`src/rtl/interrupt_controller.sv`:
```
// interrupt_controller: latches edge (optionally level) interrupt events plus an NMI, arbitrates by fixed priority, and drives the CPU's NMI/INT/IntAddrLSBs with an INTACK lock.
//   Optional feature macro: INTC_LEVEL_TRIG_EN adds the lvl_sel input. Where lvl_sel[i]=1,
//   pending[i] follows irq_in[i] directly.
//   Ports: MCLK/reset (sync, active-high); irq_in/irq_en/sw_clr per source; nmi_in; INTACK from the CPU;
//   NMI/INT/IntAddrLSBs to the CPU (registered); pending flags; served_vld/served_id pulse at acknowledge.
module interrupt_controller #(
    parameter int         NUM_SRC = 16,
    parameter logic [5:0] NMI_VEC = 6'd62,
    parameter int         ID_W    = 5
) (
    input  logic               MCLK,
    input  logic               reset,
    input  logic [NUM_SRC-1:0] irq_in,
    input  logic [NUM_SRC-1:0] irq_en,
    input  logic [NUM_SRC-1:0] sw_clr,
`ifdef INTC_LEVEL_TRIG_EN
    input  logic [NUM_SRC-1:0] lvl_sel,
`endif
    input  logic               nmi_in,
    input  logic               INTACK,
    output logic               NMI,
    output logic               INT,
    output logic [5:0]         IntAddrLSBs,
    output logic [NUM_SRC-1:0] pending,
    output logic               served_vld,
    output logic [ID_W-1:0]    served_id
);
    typedef enum logic [1:0] {IDLE, LOCK, RECOVER} state_t;
    state_t             state_q;
    logic [NUM_SRC-1:0] hist_q, pending_q, pending_d, masked, ack_clr, lvl;
    logic               nmi_hist_q, nmi_pend_q, nmi_pend_d;
    logic               nmi_q, int_q, vld_q, win_any, ack, has_win;
    logic [ID_W-1:0]    win_id, ack_id, id_q;
    logic [5:0]         win_vec, idle_vec, addr_q, lock_vec_q;
`ifdef INTC_LEVEL_TRIG_EN
    assign lvl = lvl_sel;
`else
    assign lvl = '0;
`endif
    assign masked   = pending_q & irq_en;
    assign ack      = (state_q == IDLE) && INTACK;
    assign has_win  = nmi_pend_q | win_any;
    assign ack_id   = nmi_pend_q ? ID_W'(NUM_SRC) : win_id;
    assign idle_vec = nmi_pend_q ? NMI_VEC : win_any ? win_vec : 6'd0;
    // Descending scan so the lowest enabled pending index is the last (winning) assignment.
    always_comb begin
        win_any = 1'b0;
        win_id  = '0;
        win_vec = '0;
        ack_clr = '0;
        for (int i = NUM_SRC - 1; i >= 0; i--) begin
            if (masked[i]) begin
                win_any = 1'b1;
                win_id  = ID_W'(i);
                win_vec = NMI_VEC - 6'd1 - 6'(i);
            end
        end
        for (int i = 0; i < NUM_SRC; i++)
            ack_clr[i] = ack && !nmi_pend_q && win_any && (win_id == ID_W'(i));
    end
    // Set is applied after clear so a coincident edge survives a clear; level bits mirror irq_in.
    assign pending_d  = (lvl & irq_in) | (~lvl & ((pending_q & ~(sw_clr | ack_clr)) | (irq_in & ~hist_q)));
    assign nmi_pend_d = (nmi_pend_q & ~ack) | (nmi_in & ~nmi_hist_q);
    always_ff @(posedge MCLK) begin
        hist_q     <= irq_in;
        nmi_hist_q <= nmi_in;
        if (reset) begin
            pending_q  <= '0;
            nmi_pend_q <= 1'b0;
            state_q    <= IDLE;
            nmi_q      <= 1'b0;
            int_q      <= 1'b0;
            addr_q     <= '0;
            vld_q      <= 1'b0;
            id_q       <= '0;
            lock_vec_q <= '0;
        end else begin
            pending_q  <= pending_d;
            nmi_pend_q <= nmi_pend_d;
            vld_q      <= 1'b0;
            case (state_q)
                IDLE: begin
                    addr_q <= idle_vec;
                    if (INTACK) begin
                        state_q    <= LOCK;
                        nmi_q      <= 1'b0;
                        int_q      <= 1'b0;
                        lock_vec_q <= idle_vec;
                        vld_q      <= has_win;
                        if (has_win) id_q <= ack_id;
                    end else begin
                        nmi_q <= nmi_pend_q;
                        int_q <= |masked;
                    end
                end
                LOCK: begin
                    addr_q <= lock_vec_q;
                    if (!INTACK) state_q <= RECOVER;
                end
                RECOVER: begin
                    state_q <= IDLE;
                    nmi_q   <= nmi_pend_q;
                    int_q   <= |masked;
                    addr_q  <= idle_vec;
                end
                default: state_q <= IDLE;
            endcase
        end
    end
    assign NMI         = nmi_q;
    assign INT         = int_q;
    assign IntAddrLSBs = addr_q;
    assign pending     = pending_q;
    assign served_vld  = vld_q;
    assign served_id   = id_q;
endmodule

```
`config.mk`:
```
export PLATFORM = sky130hd
export DESIGN_NAME = interrupt_controller
export DESIGN_NICKNAME = d
export VERILOG_FILES = /design/src/rtl/interrupt_controller.sv
export SDC_FILE = /design/constraint.sdc
export NUM_CORES = 1
export LEC_CHECK = 0
export ABC_AREA = 1
export CAP_MARGIN = 30
export CORE_MARGIN = 4
export CORE_UTILIZATION = 49
export CTS_CLUSTER_DIAMETER = 30
export DETAILED_ROUTE_END_ITERATION = 6
export HOLD_SLACK_MARGIN = 0.12
export PLACE_DENSITY = 0.85
export SLEW_MARGIN = 20
export SYNTH_ARGS = -nofsm -noshare
export SYNTH_HDL_FRONTEND = slang
export SYNTH_SLANG_ARGS = --single-unit
```
`constraint.sdc`:
```
create_clock -name MCLK -period 2.4 [get_ports MCLK]
set_input_delay 0.24 -clock MCLK [delete_from_list [all_inputs] [get_ports MCLK]]
set_output_delay 0.24 -clock MCLK [all_outputs]
set_load 0.05 [all_outputs]
```
After elaboration in Yosys (flattened, before gate mapping) --
Index checks and enable logic that the tools add are counted.
Storage, ports and cells: flip-flop bits (word level) 56, input port bits 52
Cells by class: equal/unequal tests 19, multiplexer cells 59, bitwise operators 15, reductions and logical operators 30
Operators with widths (count):
- 2-to-1 mux 6 bit | 18
- 2-to-1 mux 5 bit | 15
- bitwise AND 16 bit | 3
- == test 5 x 4 -> 1 bit (second input constant) | 8
- NOT 16 bit | 2
- bitwise OR 16 bit | 2
- == test 5 x 3 -> 1 bit (second input constant) | 4
- logical AND 1 bit | 19
- 2-to-1 mux 1 bit | 18
- OR reduction 16 bit | 1
- case mux 6 bit (2 select lines) | 1
- == test 5 x 2 -> 1 bit (second input constant) | 2
- 2-to-1 mux 4 bit | 2
- == test 5 x 1 -> 1 bit (second input constant) | 1
- zero test 5 bit | 1
- 2-to-1 mux 2 bit | 2
- != test 2 bit (second input constant) | 2
- NOT 1 bit | 4
- case mux 1 bit (2 select lines) | 2
- case mux 2 bit (2 select lines) | 1
- AND reduction 2 bit | 2
- nonzero test 2 bit | 2
- AND reduction 3 bit | 1
- OR reduction 3 bit | 1
- other kinds (7) | 9

Longest topological paths before layout --
word-level depth 23, gate-level depth with buffers 14

Worst setup path after synthesis --
Ideal clock, no wire load.
path type register to register, start register pending_q[8], in the netlist pending[8], end register pending_q[9], in the netlist pending[9], data arrival time 1640 ps, data required time 2268 ps, path slack 628 ps, stages on the path, launching flop included 12, buffers on the path 0, path through dfxtp_1 > nand2_1 > nand2_4 > nor2_4 > nand2_2 > nand3_2 > nor2_2 > nand2_2 > nor2_4 > nand3_1 > nand2_1 > a21oi_1
Between the ends: longest elaborated chain between the ends 16, elaborated cells between the ends (all ways) 26, those cells by class eq/ne (1); mux (18); bitwise (5); reduce/logical (2)
RTL lines:
- from (decl) | line 30 | logic [NUM_SRC-1:0] hist_q, pending_q, pending_d, masked, ack_clr, lvl;
- from (signal assigned) | line 78 | pending_q <= pending_d;
- bitwise AND 16 bit (*) | line 40 | assign masked = pending_q & irq_en;
- 2-to-1 mux 5 bit / 2-to-1 mux 1 bit (equally long branches) (9 in a row) | line 52 | if (masked[i]) begin
- == test 5 x 4 -> 1 bit / logical AND 1 bit (equally long branches) | line 59 | ack_clr[i] = ack && !nmi_pend_q && win_any && (win_id == ID_W'(i));
- logical AND 1 bit (*) | line 59
- bitwise OR 16 bit (*) | line 62 | assign pending_d = (lvl & irq_in) | (~lvl & ((pending_q & ~(sw_clr | ack_clr)) | (irq_in & ~hist_q)));
- NOT 16 bit (*) | line 62
- bitwise AND 16 bit (*) | line 62
- bitwise OR 16 bit (*) | line 62
Mark *: on every way between the ends. The rest lies on a longest branch, timed or not. A chain may end at the register's enable or synchronous reset.

Worst setup path in the final report --
start register pending_q[3], in the netlist pending[3], end output port pending[3]
RTL lines:
- to (decl) | line 24 | output logic [NUM_SRC-1:0] pending,
No word-level cell between the ends.

==> out/metrics.cfg <==
[outcome]
status = finished clean

[timing]
skew_ns = 0.006244
worst_slew_pin_slew_ns = 0.5399
relSlewSlack_pct = 63.89
grt_setup_unrepaired = false
maxSlewViolCount = 0
finalSetupViolCount = 0
timing.hold.ws_ns = 0.3992
timing.final.hold_violations = 0
post-route-period-util_pct = 73.48
min_period_ns = 1.763
fmax_mhz = 567.1
finalSetupTns_ns = 0

[worst_setup_path]
cp.arrival_ns = 1.52
r2r-start = pending[13]
timing.rr.end = pending[1]
slowest_delay_ns = 0.85
critPathTopFamily = buffers and inverters
crit_path_start_kind = register
rr_worst_depth = 13
crit_path_max_fanout = 3
timing.critical_path.cells = clkdlybuf4s50_1
worstPathRequired_ns = 2.16
crit_path_end_kind = primary output
reg2reg_slack_ns = 0.68
crit_type = register to primary output
crit_slowest_cell = clkdlybuf4s50_1
critPathBufInv = 1

[global_route]
grt_pass1_wl_um = 10460
grt_max_degree = 21
grt_pass1_vias = 2369
antenna_found_initial = 0
gr-total-overflow = 0
grtUsageTotal_pct = 20.74

[detailed_routing]
num_vias = 2430
ant_nets = 0
drt-initial-drc-count = 160
wl_per_cell_um = 12.36
firstDrtPassIters = 4
drt_wl_total_um = 6281
drc_errors = 0
routed_via_density = 4.783

[hold_path]
hold_end = hist_q[1]
worstHoldStart = irq_in[1]
worstHoldPathCells = 1
min_path_type = primary input to register

[logic_synthesis]
synth-async-reset-ratio_pct = 0
synth_ff_type = dfxtp_1
ys_seq_elements = 56
syn_area_per_cell_um2 = 6.954
yosysUniqueCellTypes = 24
ys_seq_area_share_pct = 45.41
synthCells = 355
synth_edf_count = 0
synth_nets = 407
synth_area_mm2 = 0.002469
yosysWarnings = 0

[clock_network]
htreeDepth = 2
cts_buffers = 5
cts.sinks = 56
ctsResizeCount = 0
post_cts_buffers = 0
cts_tree = yes
cts_hold_buf = 0
worstSkewPairLatency_ns = 0.30
clk_pin_slew_worst_paths_ns = 0.09
clock_path_buffers = 2
cts-root-buf = clkbuf_8

[power]
power_density_mw_per_mm2 = 603.2
power.share.combinational_pct = 27.5
switching_share_pct = 32.01
p_int_uw = 1409
leakagePower_uw = 0.001506
ir_drop_mv = 0.4189
clkPwrFrac_pct = 23.0
p_seq_share_pct = 49.5
switchingPower_uw = 663.6

[cells_and_area]
area_growth_pct = 39.23
layout.nets = 493
drive_gt1_share_pct = 9.297
n_antenna_cell = 0

[die]
start_util_pct = 51.25
die_h_um = 78.98
die_w_um = 78.98
rows = 25
num_io_pins = 82
die_area_mm2 = 0.006238
core-area_mm2 = 0.004817

[job]
drv_cap = 0

[place]
io_buffers = 81
gp_congestion = 0.9081
dp_hpwl_um = 4958

[power by group through the flow]
stage | clock network (µW) | registers, µW | logic [µW]
after floorplan | 0 | 1160 | 238
after global placement | 0 | 1050 | 554
after detailed placement | 0 | 1050 | 567
after CTS | 484 | 1030 | 571
after global routing | 514 | 1030 | 617
final | 477 | 1030 | 571
[flip-flops by register name, summed over array words and instances, names as in the netlist, 2 cells and up]
register     count
served_id        5
IntAddrLSBs      6
lock_vec_q       6
state_q          2
hist_q          16
pending         16
[cells in the final DEF, fill, tap and decap left out, drive strengths merged]
| cell | synthesis | layout |
|---|---|---|
| a21boi | 1 | 1 |
| a21oi | 29 | 29 |
| a221oi | 1 | 1 |
| a31oi | 5 | 5 |
| a32oi | 2 | 2 |
| buf | 1 | 3 |
| clkbuf | 4 | 6 |
| clkdlybuf4s50 | 0 | 81 |
| clkinv | 1 | 2 |
| dfxtp | 56 | 56 |
| inv | 59 | 59 |
| nand2 | 124 | 124 |
| nand3 | 21 | 21 |
| nor2 | 44 | 44 |
| nor3 | 2 | 2 |
| o21ai | 4 | 4 |
| o31ai | 1 | 1 |
[per-layer routing]
metal / GRT usage [%] / up-vias / part of all wire (%) / wire length (µm)
met3: 2.721 / 14 / 5.9 / 369
li1: - / 1260 / - / -
met2: 34.76 / 83 / 47 / 2977
met4: 7.045 / 0 / 2.0 / 125
met1: 27.47 / 1073 / 45 / 2808
met5: 0 / - / 0 / 0
[through the flow]
stage / instances / area (µm²) / power (µW) / setup WS, ns / utilization, %
after global routing: 508 / 3437 / 2165 / 0.5246 / 71.35
after global placement: 501 / 3359 / 1600 / 0.4352 / 69.74
final: 508 / 3437 / 2073 / 0.6366 / 71.35
after detailed placement: 501 / 3359 / 1614 / 0.3807 / 69.74
after floorplan: 355 / 2469 / 1397 / 0.6276 / -
after CTS: 508 / 3437 / 2080 / 0.6378 / 71.35
[logic make-up after synthesis]
logic type / count (synthesis) / synth area share (%)
simple gates: 191 / 34.77
buf+inv: 65 / 10.19
compound gates: 43 / 9.630
flops: 56 / 45.41
[Yosys cell counts, types with 2 or more instances]
cell	count	share of area [%]
clkbuf_1	4	0.61
nor2_1	32	4.9
nor2_4	6	2.7
a32oi_1	2	0.71
nand3_1	19	3.9
nand2_2	11	2.8
a31oi_1	5	1.3
nor3_1	2	0.41
o21ai_0	3	0.61
a21oi_1	29	5.9
dfxtp_1	56	45
inv_2	6	0.91
nand2_1	112	17
inv_1	53	8.1
nor2_2	6	1.5
[worst max path at each step]
stage                       endpoint  cells after the start  slack (ns)   startpoint
after CTS                 pending[3]                      1        0.64   pending[3]
final                     pending[3]                      1        0.64   pending[3]
after global routing      pending[5]                     13        0.52  pending[13]
after detailed placement  pending[1]                     14        0.38   irq_en[13]
after global placement    pending[1]                     14        0.44   irq_en[13]
after floorplan           pending[9]                     11        0.63   pending[8]
[area by class of cell]
class	instances	area [µm²]
fill	424	1380
sequential	56	1121
multi-input combinational	234	1096
timing repair buffer	84	833.3
inverter	60	225.2
tap	67	83.83
clock buffer	6	72.57
clock inverter	1	5.005
Power figures use the tool's default switching activity.
